<file path="src/rtl/sm_add_arbiter_pkg.sv">
// sm_add_arbiter_pkg: shared op tag, FSM state encoding and result formatting
package sm_add_arbiter_pkg;

    localparam logic [1:0] OP_TAG_ADD = 2'b01;

    typedef enum logic [1:0] {
        ST_IDLE = 2'd0,
        ST_EXEC = 2'd1,
        ST_RESP = 2'd2
    } state_t;

    function automatic logic [11:0] fmt_result(input logic sign, input logic [7:0] mag);
        return {OP_TAG_ADD, 1'b0, sign, mag};
    endfunction

endpackage

</file>
<file path="src/rtl/sm_add_arbiter_sm_add5.sv">
// sm_add5: combinational 5-bit sign-magnitude adder producing a tagged 12-bit ALU result
module sm_add5
    import sm_add_arbiter_pkg::*;
(
    input  logic [4:0]  x,
    input  logic [4:0]  y,
    output logic [11:0] sum
);

    logic [7:0] mx;
    logic [7:0] my;
    logic       sign;
    logic [7:0] mag;

    // larger magnitude sets the sign; equal magnitudes with opposite signs give +0
    always_comb begin
        mx   = {4'd0, x[3:0]};
        my   = {4'd0, y[3:0]};
        sign = (x[4] == y[4] || mx > my) ? x[4] : (mx < my) ? y[4] : 1'b0;
        mag  = (x[4] == y[4]) ? mx + my : (mx > my) ? mx - my : my - mx;
        sum  = fmt_result(sign, mag);
    end

endmodule

</file>
<file path="src/rtl/sm_add_arbiter.sv">
// sm_add_arbiter: two-port round-robin arbiter in front of a shared sign-magnitude adder
module sm_add_arbiter
    import sm_add_arbiter_pkg::*;
#(
    parameter int CNT_W = 8,
    parameter bit RR_EN = 1'b1
) (
    input  logic             clk,
    input  logic             rst,
    input  logic [1:0]       req_valid,
    input  logic [9:0]       req_x,
    input  logic [9:0]       req_y,
    output logic [1:0]       req_ready,
    output logic             rsp_valid,
    output logic [11:0]      rsp_data,
    output logic             rsp_id,
    input  logic             rsp_ready,
    output logic             busy,
    output logic [CNT_W-1:0] op_count
);

    state_t             state_q, state_d;
    logic               prio_q, prio_d;
    logic [4:0]         x_q, x_d;
    logic [4:0]         y_q, y_d;
    logic               id_q, id_d;
    logic [11:0]        data_q, data_d;
    logic               rid_q, rid_d;
    logic [CNT_W-1:0]   cnt_q, cnt_d;
    logic               win;
    logic [11:0]        sum;

    sm_add5 u_add (
        .x   (x_q),
        .y   (y_q),
        .sum (sum)
    );

    // grant, operand capture, result capture and completion counting per FSM state
    always_comb begin
        state_d   = state_q;
        prio_d    = prio_q;
        x_d       = x_q;
        y_d       = y_q;
        id_d      = id_q;
        data_d    = data_q;
        rid_d     = rid_q;
        cnt_d     = cnt_q;
        win       = req_valid[prio_q] ? prio_q : ~prio_q;
        req_ready = (state_q == ST_IDLE && |req_valid && !rst) ? (win ? 2'b10 : 2'b01) : 2'b00;
        case (state_q)
            ST_IDLE: begin
                if (|req_ready) begin
                    x_d     = win ? req_x[9:5] : req_x[4:0];
                    y_d     = win ? req_y[9:5] : req_y[4:0];
                    id_d    = win;
                    prio_d  = RR_EN ? ~win : 1'b0;
                    state_d = ST_EXEC;
                end
            end
            ST_EXEC: begin
                data_d  = sum;
                rid_d   = id_q;
                state_d = ST_RESP;
            end
            ST_RESP: begin
                if (rsp_ready) begin
                    cnt_d   = cnt_q + CNT_W'(1);
                    state_d = ST_IDLE;
                end
            end
            default: state_d = ST_IDLE;
        endcase
    end

    // state, operand and result registers; reset discards any in-flight operation
    always_ff @(posedge clk or posedge rst) begin
        if (rst) begin
            state_q <= ST_IDLE;
            prio_q  <= 1'b0;
            x_q     <= '0;
            y_q     <= '0;
            id_q    <= 1'b0;
            data_q  <= '0;
            rid_q   <= 1'b0;
            cnt_q   <= '0;
        end else begin
            state_q <= state_d;
            prio_q  <= prio_d;
            x_q     <= x_d;
            y_q     <= y_d;
            id_q    <= id_d;
            data_q  <= data_d;
            rid_q   <= rid_d;
            cnt_q   <= cnt_d;
        end
    end

    assign rsp_valid = (state_q == ST_RESP);
    assign busy      = (state_q != ST_IDLE);
    assign rsp_data  = data_q;
    assign rsp_id    = rid_q;
    assign op_count  = cnt_q;

endmodule

</file>
<file path="config.mk">
export PLATFORM = sky130hd
export DESIGN_NAME = sm_add_arbiter
export DESIGN_NICKNAME = d
export VERILOG_FILES = /design/src/rtl/sm_add_arbiter_pkg.sv /design/src/rtl/sm_add_arbiter_sm_add5.sv /design/src/rtl/sm_add_arbiter.sv
export SDC_FILE = /design/constraint.sdc
export NUM_CORES = 1
export LEC_CHECK = 0
export ABC_AREA = 0
export BUFFER_PORTS_ARGS = -buffer_cell sky130_fd_sc_hd__buf_2
export CAP_MARGIN = 5
export CORE_MARGIN = 10
export CORE_UTILIZATION = 35
export CTS_CLUSTER_SIZE = 24
export DETAILED_ROUTE_END_ITERATION = 7
export GPL_TIMING_DRIVEN = 0
export PLACE_DENSITY = 0.66
export SLEW_MARGIN = 20
export SYNTH_ARGS = -nofsm -noshare
export SYNTH_HDL_FRONTEND = slang
export SYNTH_SLANG_ARGS = --single-unit
</file>
<file path="constraint.sdc">
create_clock -name clk -period 2.5 [get_ports clk]
set_input_delay 0.5 -clock clk [delete_from_list [all_inputs] [get_ports clk]]
set_output_delay 0.5 -clock clk [all_outputs]
set_load 0.005 [all_outputs]
</file>
==> Yosys cells after proc, flatten, opt, wreduce, memory -nomap -nowiden <==
Index checks and enable logic that the tools add are counted.
{ "classes": {"reduce_logical": 11, "n_lt_le_gt_ge": 3, "n_mux": 14, "add_sub_neg": 4, "eq_ne": 5, "bitwise_logic": 2} }
{ "op_table": {"columns": ["op", "n"], "rows": [
  ["$mux 8", 2],
  ["$mux 5", 2],
  ["$sub 4x4->5", 2],
  ["$add 8x1->8 const B", 1],
  ["$mux 2", 4],
  ["$pmux 2 s3", 1],
  ["$reduce_and 2->1", 3],
  ["$add 4x4->5", 1],
  ["$mux 1", 5],
  ["$gt 4x4->1", 1],
  ["$lt 4x4->1", 1],
  ["$ne 2x1->1 const B", 2],
  ["$reduce_or 2->1", 2],
  ["$eq 2x1->1 const B", 1],
  ["$eq 2x2->1 const B", 1],
  ["$logic_and 1x1->1", 2],
  ["$logic_not 2->1", 1],
  ["$lt 1x2->1 const B", 1],
  ["$not 1->1", 2],
  ["$reduce_bool 2->1", 1],
  ["$eq 1x1->1", 1],
  ["$logic_not 1->1", 1],
  ["$logic_or 1x1->1", 1]
]} }
{ "word_totals": {"input_bits": 25, "register_bits": 33, "word_cells": 47} }

==> Depth between registers and ports, before layout <==
Gate-level depths: netlist (run 1).
{ "depth": {"depth_word": 8, "ltp_mapped": 8, "depth_no_buf": 8} }

==> Hierarchy <==
From an unflattened synthesis (run 1), not the netlist that was laid out.
{ "hier_totals": {"hier_cells": 219, "area_unflattened_um2": 2230.9} }
{ "by_module_without_submodules": {"columns": ["module", "area_per_inst_um2", "cells_each", "seq_area_each_um2", "instances"], "rows": [
  ["sm_add_arbiter", 1600.3, 138, 875.8, 1],
  ["sm_add5", 630.6, 81, 0.0, 1]
]} }

==> Worst setup path before layout (run 1) <==
OpenSTA, ideal clock, no wires.
{ "synth_path": {"path_type": "reg-to-reg", "start": "reg y_q[1]", "end": "reg data_q[1] (netlist: rsp_data[1])", "synth_period_minus_slack_ps": 1982, "arrival_time_ps": 1906, "setup_time_ps": 76, "required_ps": 2424, "path_stages_with_launch": 8, "slack_ps": 518, "cell_sequence": "dfrtp_1 > inv_1 > ha_1 > nor2b_4 > o31a_2 > o21ai_1 > mux2_1 > o21ai_1"} }
{ "synth_between": {"elab_chain_len": 3, "word_cells_on_any_way": 6} }
{ "synth_rtl": {"columns": ["element", "line", "source"], "rows": [
  ["start, declared", "sm_add_arbiter.sv:25", "logic [4:0] y_q, y_d;"],
  ["start signal, assigned", "sm_add_arbiter.sv:91", "y_q <= y_d;"],
  ["$sub 4x4->5 / $gt 4x4->1 (equally long branches)", "sm_add_arbiter_sm_add5.sv:20", "mag = (x[4] == y[4]) ? mx + my : (mx > my) ? mx - my : my - mx;"],
  ["$mux 8", "sm_add_arbiter_sm_add5.sv:20", null],
  ["$mux 8 *", "sm_add_arbiter_sm_add5.sv:20", null],
  ["end signal, assigned", "sm_add_arbiter.sv:93", "data_q <= data_d;"],
  ["end, declared", "sm_add_arbiter.sv:27", "logic [11:0] data_q, data_d;"]
]} }
Every way passes the cells marked *; elsewhere a longest branch is shown, timed or not.
A chain may end at the register's enable or synchronous reset.

==> Worst setup path in the final report (run 1) <==
{ "layout_path": {"start": "reg state_q[1]", "end": "out req_ready[0]"} }
{ "layout_between": {"elab_chain_len": 4} }
{ "layout_rtl": {"columns": ["element", "line", "source"], "rows": [
  ["start, declared", "sm_add_arbiter.sv:22", "state_t state_q, state_d;"],
  ["start signal, assigned", "sm_add_arbiter.sv:88", "state_q <= state_d;"],
  ["$logic_not 2->1", "sm_add_arbiter.sv:50", "req_ready = (state_q == ST_IDLE && |req_valid && !rst) ? (win ? 2'b10 : 2'b01) : 2'b00;"],
  ["$logic_and 1x1->1 (2 in a row)", "sm_add_arbiter.sv:50", null],
  ["$mux 2", "sm_add_arbiter.sv:50", null],
  ["end, declared", "sm_add_arbiter.sv:13", "output logic [1:0] req_ready,"]
]} }
No other way between the ends.

==> results by group, run 1 <==
Worst setup path
  – CP Data Arrival Time: approximately 1.8 ns
  – Nature of the critical path endpoint: output port
  – Crit path launch type: register
  – R2r startpoint: y_q[1]
  – Crit Path Class: register to output port
  – Path depth of the worst reg2reg path: 7
  – FF-to-FF setup slack: ~0.26 ns
  – Reg-to-Reg End: rsp_data[1]
  – CP Data Required Time: approximately 2 ns
  – CP Max Fanout: 10

Yosys
  – Area share of the largest cell type after synthesis: 0.389
  – Yosys cell types: between 50 and 60
  – Synth top area cells: dfrtp_1 39%, ha_1 8.2%, mux2i_1 5.5%
  – Largest family of logic cells by synthesized area: simple AND/OR/NAND/NOR gates
  – Cell Area, Synth: around 2000 µm²
  – Post-synthesis xor/xnor area fraction: 0.0389
  – Register area share after synthesis: 0.389
  – Post-synthesis compound-gate area fraction: 0.145
  – Simple-gate portion of the synthesized area: 0.173
  – Post-synthesis mux area share: 0.0665
  – Main synth FF type: dfrtp_1
  – Synth Warn #: 0
  – Cell taking the most area after synthesis: dfrtp_1
  – Synth Area in Adders: 0.112
  – FFs w/ async S/R, synth: 1.00
  – Syn Area/Cell: around 9.8 µm²
  – FF+latch count, synth: 31
  – Post-Syn Instances: 204
  – Number of synthesized flops with an enable pin: 0

Route
  – Via-to-Cell Ratio: 4.69
  – DRC viols: 0
  – Post-Route WL: approximately 4500 µm
  – Via count: 1,556
  – Antenna-violating nets left: 0
  – Initial DRC Count: 74
  – Routed wire length per instance: about 13 µm
  – DR pass1 iterations: 4

Power and ir drop
  – Pwr Density: roughly 1200 nW/µm²
  – Worst vdd ir: approximately 0.49 mV
  – Leakage: 1.24 nW

Min path
  – Min-Delay Path Class: input port to async pin

Clock network
  – CTS tree: yes
  – Cts hold-fix bufs: 0
  – Clock Latency Late Sink: about 0.28 ns
  – H-tree depth: 2
  – Clock buffer depth: 2
  – Post-CTS setup buffer count: 0
  – Reg clk slew, reported paths: 0.07 ns
  – CTS Root Buffer Type: clkbuf_8
  – CTS resizes: 0
  – Clk sink count: 31
  – CTS Buf Count: 5

Timing
  – Fin. max-slew vios: 0
  – TNS Setup: 0 ns
  – Period utilization: 0.913
  – FMAX: 438 MHz
  – Tightest Pin Transition: 0.660 ns
  – Hold Vio Cnt, Final: 0
  – Relative slew slack: 0.559
  – # setup viols final: 0
  – Worst Hold Slack: approximately 0.32 ns
  – Clock Skew: 0.00746 ns
  – Tmin final: between 2 and 2.5 ns
  – RSZ-0062 raised after global routing: no

Floorplan
  – Core Box Area: about 5500 µm²
  – # rows: 27
  – Ports: 50
  – DIE HEIGHT: about 96 µm
  – Die width: between 90 and 100 µm
  – Starting density of the core: 0.362
  – Die area: around 9000 µm²

Placed design
  – DPL Wire Length: approximately 3500 µm
  – IO Port Bufs: 47
  – RePlAce Congestion: approximately 0.84

Global routing
  – Largest net degree at the start of global routing: 32
  – Initial antenna violation count: 0
  – First-pass GRT wire length: between 7000 and 8000 µm
  – Vias in the first global route: around 1,600
  – GRT overflow: 0
  – Total track usage: 0.105

Cells and area
  – FILL cells: approximately 560
  – Most frequent cells in the layout: 49 x buf_2, 31 x dfrtp_1, 20 x nor2_1
  – Share of layout cells above drive strength 1: 0.315
  – Area taken by multi-input logic gates: roughly 1100 µm²
  – Final net count: 300
  – P&R area growth vs syn: 21.7%
  – FF/Latch Area: between 700 and 800 µm²
  – Commonest non-fill, non-tap cell in the layout: buf_2
  – Diodes inserted: 0

Outcome
  – Status: finished clean

Job
  – Max Cap Viol: 0
## cells by family after synthesis
family | count (synthesis)
AO/OA/AOI/OAI | 42
multiplexers | 13
flip-flops | 31
AND/OR/NAND/NOR | 63
adder cells (fa/ha/maj) | 16
XOR/XNOR | 8
buffers and inverters | 30
other | 1
## critical path, cell delays in order, from the launching register on
cell     delay (ns)
dfrtp_1        0.41
or2_1          0.26
or3_4          0.35
inv_2          0.11
buf_6          0.14
and2_1         0.12
buf_2          0.11
## routing by layer
metal | part of all wire | vias to the layer above | track usage
li1 | - | 792 | -
met1 | 0.47 | 704 | 0.138
met2 | 0.43 | 55 | 0.153
met3 | 0.082 | 5 | 0.0346
met4 | 0.018 | 0 | 0.0442
met5 | 0 | - | 0
## how the worst max path moves through the flow
stage,startpoint,end,depth (start not counted)
after global placement,y_q[1],rsp_data[1],7
final,state_q[1],req_ready[0],6
after floorplan,y_q[1],rsp_data[1],7
after detailed placement,y_q[1],rsp_data[1],7
after CTS,state_q[1],req_ready[0],6
after global routing,state_q[1],req_ready[0],6
## stage by stage
step / power, W / area, µm² / setup slack, ns / std cells / utilization
2_1_floorplan: 0.00209 / 2000 / 0.518 / 205 / -
3_3_place_gp: 0.00250 / 2320 / 0.271 / 324 / 0.422
3_5_place_dp: 0.00255 / 2320 / 0.260 / 324 / 0.422
4_1_cts: 0.00302 / 2430 / 0.186 / 332 / 0.441
5_1_grt: 0.00330 / 2430 / 0.0972 / 332 / 0.441
6_report: 0.00299 / 2430 / 0.216 / 332 / 0.441
## layout make-up
class,count,area share
Buffer,12,0.0335
Clock buffer,7,0.0397
Clock inverter,1,0.00309
Inverter,18,0.0278
Multi-Input combinational cell,144,0.443
Sequential cell,31,0.319
Tap cell,72,0.0371
Timing Repair Buffer,47,0.0969
## synth_stat cells (4+ instances only)
library cell and number:
a21oi_1 9, inv_1 17, nand4_1 5, nand2_1 10
dfrtp_1 31, o21ai_0 7, nor2b_1 4, xnor2_1 6
mux2i_1 11, ha_1 13, buf_4 7, nor2_1 20
nand2b_1 6, a21oi_2 7
## power by group
group | internal [W] | switching, W | total [W]
Sequential | 0.000696 | 0.000195 | 0.000891
Combinational | 0.000763 | 0.000885 | 0.00165
Clock | 0.000250 | 0.000199 | 0.000450
Total | 0.00171 | 0.00128 | 0.00299
## flip-flops by register name, summed over array words and instances, names as in the netlist
register	count
op_count	8
rsp_data	8
x_q	5
y_q	5
state_q	2
id_q	1
prio_q	1
rsp_id	1
No activity file was read; power rests on OpenSTA's default activity.
==> run 2: changes to the inputs <==
--- a/config.mk
+++ b/config.mk
@@ -8,11 +8,10 @@
 export ABC_AREA = 0
 export BUFFER_PORTS_ARGS = -buffer_cell sky130_fd_sc_hd__buf_2
 export CAP_MARGIN = 5
-export CORE_MARGIN = 10
+export CORE_ASPECT_RATIO = 0.5
 export CORE_UTILIZATION = 35
 export CTS_CLUSTER_SIZE = 24
 export DETAILED_ROUTE_END_ITERATION = 7
-export GPL_TIMING_DRIVEN = 0
 export PLACE_DENSITY = 0.66
 export SLEW_MARGIN = 20
 export SYNTH_ARGS = -nofsm -noshare
==> results by group, run 2 (synthesized netlist as in run 1, its figures left out) <==
Timing
  – Hold Vio Cnt, Final: 0 (unchanged)
  – Tightest Pin Transition: 0.579 ns (was 0.660 ns)
  – Tmin final: 2.17 ns (was 2.28 ns)
  – Fin. max-slew vios: 0 (unchanged)
  – Relative slew slack: 0.614 (was 0.559)
  – RSZ-0062 raised after global routing: no (unchanged)
  – Period utilization: 0.867 (was 0.913)
  – Clock Skew: 0.00444 ns (was 0.00746 ns)
  – TNS Setup: 0 ns (unchanged)
  – # setup viols final: 0 (unchanged)
  – FMAX: 462 MHz (was 438 MHz)

Placed design
  – RePlAce Congestion: 0.801 (was 0.845)
  – IO Port Bufs: 47 (unchanged)
  – DPL Wire Length: 3290 µm (was 3550 µm)
  – Placed Cells: 313 (was 324)

Clock network
  – Clock buffer depth: 2 (unchanged)
  – CTS Root Buffer Type: clkbuf_16 (was clkbuf_8)
  – Clk sink count: 31 (unchanged)
  – H-tree depth: 2 (unchanged)
  – CTS Buf Count: 5 (unchanged)
  – Post-CTS setup buffer count: 0 (unchanged)
  – CTS tree: yes (unchanged)
  – CTS resizes: 0 (unchanged)
  – Reg clk slew, reported paths: 0.05 ns (was 0.07 ns)
  – Clock Latency Late Sink: 0.28 ns (about the same)
  – Cts hold-fix bufs: 0 (unchanged)

Worst setup path
  – Path depth of the worst reg2reg path: 7 (unchanged)
  – Nature of the critical path endpoint: register (was output port)
  – Crit Path Class: register to register (was register to output port)
  – CP Max Fanout: 5 (was 10)
  – FF-to-FF setup slack: 0.33 ns (was 0.26 ns)
  – CP Data Required Time: 2.70 ns (was 2.00 ns)
  – CP Data Arrival Time: 2.37 ns (was 1.78 ns)
  – Crit path launch type: register (unchanged)

Cells and area
  – Commonest non-fill, non-tap cell in the layout: buf_2 (unchanged)
  – Final net count: 291 (was 300)
  – Post-Layout Cell Count: 321 (was 332)
  – Final Util: 0.462 (was 0.441)
  – P&R area growth vs syn: 20.4% (was 21.7%)
  – Share of layout cells above drive strength 1: 0.295 (was 0.315)
  – FILL cells: 506 (was 559)
  – Diodes inserted: 0 (unchanged)
  – Most frequent cells in the layout: 47 x buf_2, 31 x dfrtp_1, 20 x nor2_1 (was 49 x buf_2, 31 x dfrtp_1, 20 x nor2_1)

Route
  – Routed wire length per instance: 13.5 µm (was 13.4 µm)
  – Via count: 1,570 (was 1,556)
  – DR pass1 iterations: 6 (was 4)
  – Antenna-violating nets left: 0 (unchanged)
  – DRC viols: 0 (unchanged)
  – Via-to-Cell Ratio: 4.89 (was 4.69)
  – Initial DRC Count: 89 (was 74)
  – Post-Route WL: 4320 µm (was 4450 µm)

Power and ir drop
  – Leakage: 1.22 nW (was 1.24 nW)
  – Worst vdd ir: 0.513 mV (was 0.488 mV)
  – Pwr Density: 1290 nW/µm² (was 1230 nW/µm²)

Min path
  – Min-Delay Path Class: input port to async pin (unchanged)

Floorplan
  – Core Box Area: 5200 µm² (was 5510 µm²)
  – Ports: 50 (unchanged)
  – DIE HEIGHT: 55.4 µm (was 95.5 µm)
  – Die width: 109 µm (was 95.5 µm)
  – Starting density of the core: 0.384 (was 0.362)
  – # rows: 18 (was 27)
  – Die area: 6030 µm² (was 9120 µm²)

Global routing
  – GRT overflow: 0 (unchanged)
  – Total track usage: 0.160 (was 0.105)
  – First-pass GRT wire length: 7380 µm (was 7760 µm)
  – Largest net degree at the start of global routing: 32 (unchanged)
  – Initial antenna violation count: 0 (unchanged)
  – Vias in the first global route: 1,505 (was 1,643)

Job
  – Max Cap Viol: 0 (unchanged)

Outcome
  – Status: finished clean (unchanged)
==> run 2: cell count changes in the layout (fill, tap and decap cells not counted) <==
| cell | previous run | this run |
|---|---|---|
| clkbuf_1 | 2 | 0 |
| clkbuf_8 | 7 | 0 |
| buf_2 | 49 | 47 |
| clkbuf_16 | 0 | 5 |
| inv_1 | 16 | 17 |
| inv_2 | 2 | 1 |
| buf_4 | 7 | 3 |
| buf_6 | 1 | 0 |
| clkinvlp_4 | 1 | 0 |
| clkinv_2 | 0 | 3 |
==> run 2: per-stage QoR <==
step | instance area (µm²) | hold slack (ns) | setup WS, ns | power, W
after floorplan | 2000 | 0.439 | 0.518 | 0.00209
after global placement | 2260 | 0.443 | 0.440 | 0.00249
after detailed placement | 2260 | 0.453 | 0.365 | 0.00252
after CTS | 2400 | 0.323 | 0.344 | 0.00312
after global routing | 2400 | 0.342 | 0.163 | 0.00340
final | 2400 | 0.304 | 0.334 | 0.00311
==> run 2: cell type report <==
| cell class | instances | area [µm²] | share of cell area |
|---|---|---|---|
| Tap cell | 70 | 87.6 | 0.0364 |
| Timing Repair Buffer | 50 | 258 | 0.107 |
| Clock buffer | 5 | 125 | 0.0521 |
| Inverter | 18 | 67.6 | 0.0281 |
| Sequential cell | 31 | 776 | 0.323 |
| Clock inverter | 3 | 15.0 | 0.00625 |
| Multi-Input combinational cell | 144 | 1070 | 0.447 |
==> run 2: worst paths after layout <==
| path | from | end |
|---|---|---|
| setup / recovery | y_q[1] | rsp_data[1] |
| hold / removal | rst | rsp_id |
| setup reg to reg | y_q[1] | rsp_data[1] |
| hold reg to reg | rsp_data[10] | rsp_data[10] |
| max in group asynchronous | rst | op_count[7] |
| min in group clk | rsp_ready | state_q[1] |
==> run 2: per-layer routing <==
layer,global-route usage,up-vias,routed length [µm]
met5,0,-,0
met4,0.0579,0,41
met3,0.0437,2,249
met2,0.245,53,1920
met1,0.216,735,2110
li1,-,780,-
==> run 2: report_power, final <==
| group | leakage (nW) | internal (W) | switching (W) |
|---|---|---|---|
| clock network | 0.0733 | 0.000363 | 0.000220 |
| registers | 0.372 | 0.000697 | 0.000202 |
| logic | 0.777 | 0.000731 | 0.000893 |
==> run 2: critical path, stage by stage, from the launching register on <==
cell and delay (ns):
dfrtp_1 0.44, inv_1 0.14, ha_1 0.37, nor2b_4 0.15
o31a_2 0.33, o21ai_1 0.18, mux2_1 0.35, o21ai_1 0.13
==> run 3: changes to the inputs <==
--- a/config.mk
+++ b/config.mk
@@ -10,6 +10,7 @@
 export CAP_MARGIN = 5
 export CORE_ASPECT_RATIO = 0.5
 export CORE_UTILIZATION = 35
+export CTS_BUF_LIST = sky130_fd_sc_hd__clkbuf_2
 export CTS_CLUSTER_SIZE = 24
 export DETAILED_ROUTE_END_ITERATION = 7
 export PLACE_DENSITY = 0.66
==> results by group, run 3 (synthesized netlist as in run 1, its figures left out) <==
Timing
  – Fin. max-slew vios: 0 (unchanged)
  – Tmin final: 2.29 ns (was 2.17 ns)
  – Relative slew slack: 0.601 (was 0.614)
  – Clock Skew: 0.0121 ns (was 0.00444 ns)
  – FMAX: 436 MHz (was 462 MHz)
  – TNS Setup: 0 ns (unchanged)
  – Hold Vio Cnt, Final: 0 (unchanged)
  – Tightest Pin Transition: 0.599 ns (was 0.579 ns)
  – # setup viols final: 0 (unchanged)
  – Period utilization: 0.917 (was 0.867)
  – Worst Hold Slack: 0.173 ns (was 0.304 ns)
  – RSZ-0062 raised after global routing: no (unchanged)

Worst setup path
  – CP Data Arrival Time: 1.79 ns (was 2.37 ns)
  – Nature of the critical path endpoint: output port (was register)
  – CP Max Fanout: 5 (unchanged)
  – Crit path launch type: register (unchanged)
  – FF-to-FF setup slack: 0.28 ns (was 0.33 ns)
  – CP Data Required Time: 2.00 ns (was 2.70 ns)
  – Crit Path Class: register to output port (was register to register)

Clock network
  – CTS Root Buffer Type: clkbuf_2 (was clkbuf_16)
  – CTS tree: yes (unchanged)
  – CTS resizes: 0 (unchanged)
  – Clock buffer depth: 2 (unchanged)
  – CTS Buf Count: 5 (unchanged)
  – Reg clk slew, reported paths: 0.17 ns (was 0.05 ns)
  – Post-CTS setup buffer count: 0 (unchanged)
  – H-tree depth: 2 (unchanged)
  – Cts hold-fix bufs: 0 (unchanged)
  – Clock Latency Late Sink: 0.37 ns (was 0.28 ns)
  – Clk sink count: 31 (unchanged)

Cells and area
  – Final net count: 291 (unchanged)
  – Final instance area: 2300 µm² (was 2400 µm²)
  – Share of layout cells above drive strength 1: 0.295 (unchanged)
  – Most frequent cells in the layout: 47 x buf_2, 31 x dfrtp_1, 20 x nor2_1 (unchanged)
  – Diodes inserted: 0 (unchanged)
  – Area taken by multi-input logic gates: 1070 µm² (unchanged)
  – FF/Latch Area: 776 µm² (unchanged)
  – FILL cells: 521 (was 506)
  – Commonest non-fill, non-tap cell in the layout: buf_2 (unchanged)
  – Final Util: 0.443 (was 0.462)
  – P&R area growth vs syn: 15.4% (was 20.4%)

Placed design
  – RePlAce Congestion: 0.801 (unchanged)
  – Post-DP Area: 2260 µm² (unchanged)
  – IO Port Bufs: 47 (unchanged)
  – DPL Wire Length: 3290 µm (unchanged)

Global routing
  – Initial antenna violation count: 0 (unchanged)
  – Vias in the first global route: 1,505 (unchanged)
  – First-pass GRT wire length: 7290 µm (was 7380 µm)
  – Largest net degree at the start of global routing: 32 (unchanged)
  – Total track usage: 0.157 (was 0.160)
  – GRT overflow: 0 (unchanged)

Route
  – Antenna-violating nets left: 0 (unchanged)
  – DRC viols: 0 (unchanged)
  – Via-to-Cell Ratio: 4.93 (was 4.89)
  – Post-Route WL: 4280 µm (was 4320 µm)
  – Routed wire length per instance: 13.3 µm (was 13.5 µm)
  – Via count: 1,581 (was 1,570)
  – Initial DRC Count: 85 (was 89)
  – DR pass1 iterations: 4 (was 6)

Floorplan
  – Die area: 6030 µm² (unchanged)
  – # rows: 18 (unchanged)
  – Starting density of the core: 0.384 (unchanged)
  – Core Box Area: 5200 µm² (unchanged)
  – Ports: 50 (unchanged)
  – DIE HEIGHT: 55.4 µm (unchanged)
  – Die width: 109 µm (unchanged)

Power and ir drop
  – Sw Share: 0.464 (was 0.424)
  – Clk network pwr share: 0.090 (was 0.188)
  – Sequential power share: 0.322 (was 0.290)
  – P_int: 0.00149 W (was 0.00179 W)
  – Net Sw Power: 0.00129 W (was 0.00132 W)
  – Pwr Density: 1200 nW/µm² (was 1290 nW/µm²)
  – Comb pwr share: 0.588 (was 0.523)
  – Worst vdd ir: 0.322 mV (was 0.513 mV)
  – Leakage: 1.18 nW (was 1.22 nW)
  – Tot Pwr: 0.00278 W (was 0.00311 W)

Job
  – Max Cap Viol: 0 (unchanged)

Min path
  – Min-Delay Path Class: input port to async pin (unchanged)

Outcome
  – Status: finished clean (unchanged)
run 3: cell counts in the layout (fill, tap and decap cells not counted):
No cell type changed its count.
run 3: final timing paths:
kind / startpoint / endpoint / cells past startpoint
hold / removal: rst / rsp_id / 3
setup / recovery: state_q[1] / req_ready[1] / 4
min in group clk: rsp_ready / state_q[1] / 2
hold reg to reg: rsp_data[10] / rsp_data[10] / 1
setup reg to reg: y_q[1] / rsp_data[1] / 7
max in group asynchronous: rst / rsp_data[0] / 3
run 3: area by class of cell:
cell class                      instances  share of cell area
Multi-Input combinational cell        144               0.467
Sequential cell                        31               0.337
Timing Repair Buffer                   50               0.112
Tap cell                               70              0.0380
Inverter                               18              0.0293
Clock buffer                            5              0.0109
Clock inverter                          3             0.00652
run 3: power groups by stage:
stage | combinational, W | sequential, W | clock [W]
after global routing | 0.00184 | 0.000932 | 0.000287
after detailed placement | 0.00161 | 0.000910 | 0
after floorplan | 0.00122 | 0.000872 | 0
after global placement | 0.00160 | 0.000891 | 0
after CTS | 0.00162 | 0.000898 | 0.000260
final | 0.00163 | 0.000894 | 0.000249
run 3: per-stage QoR:
stage	instances	worst slack, ns
2_1_floorplan	205	0.518
3_3_place_gp	313	0.440
3_5_place_dp	313	0.365
4_1_cts	321	0.190
5_1_grt	321	0.0736
6_report	321	0.206
run 3: worst max-delay path: stages (launching register included):
cell	delay, ns
dfrtp_1	0.45
or2_1	0.26
or3_4	0.35
nor2_1	0.20
buf_2	0.15
run 3: routing by layer:
layer | up-vias | track usage | share of wire
met2 | 51 | 0.243 | 0.45
met4 | 0 | 0.0521 | 0.011
met3 | 5 | 0.0366 | 0.048
met5 | - | 0 | 0
li1 | 777 | - | -
met1 | 748 | 0.215 | 0.50
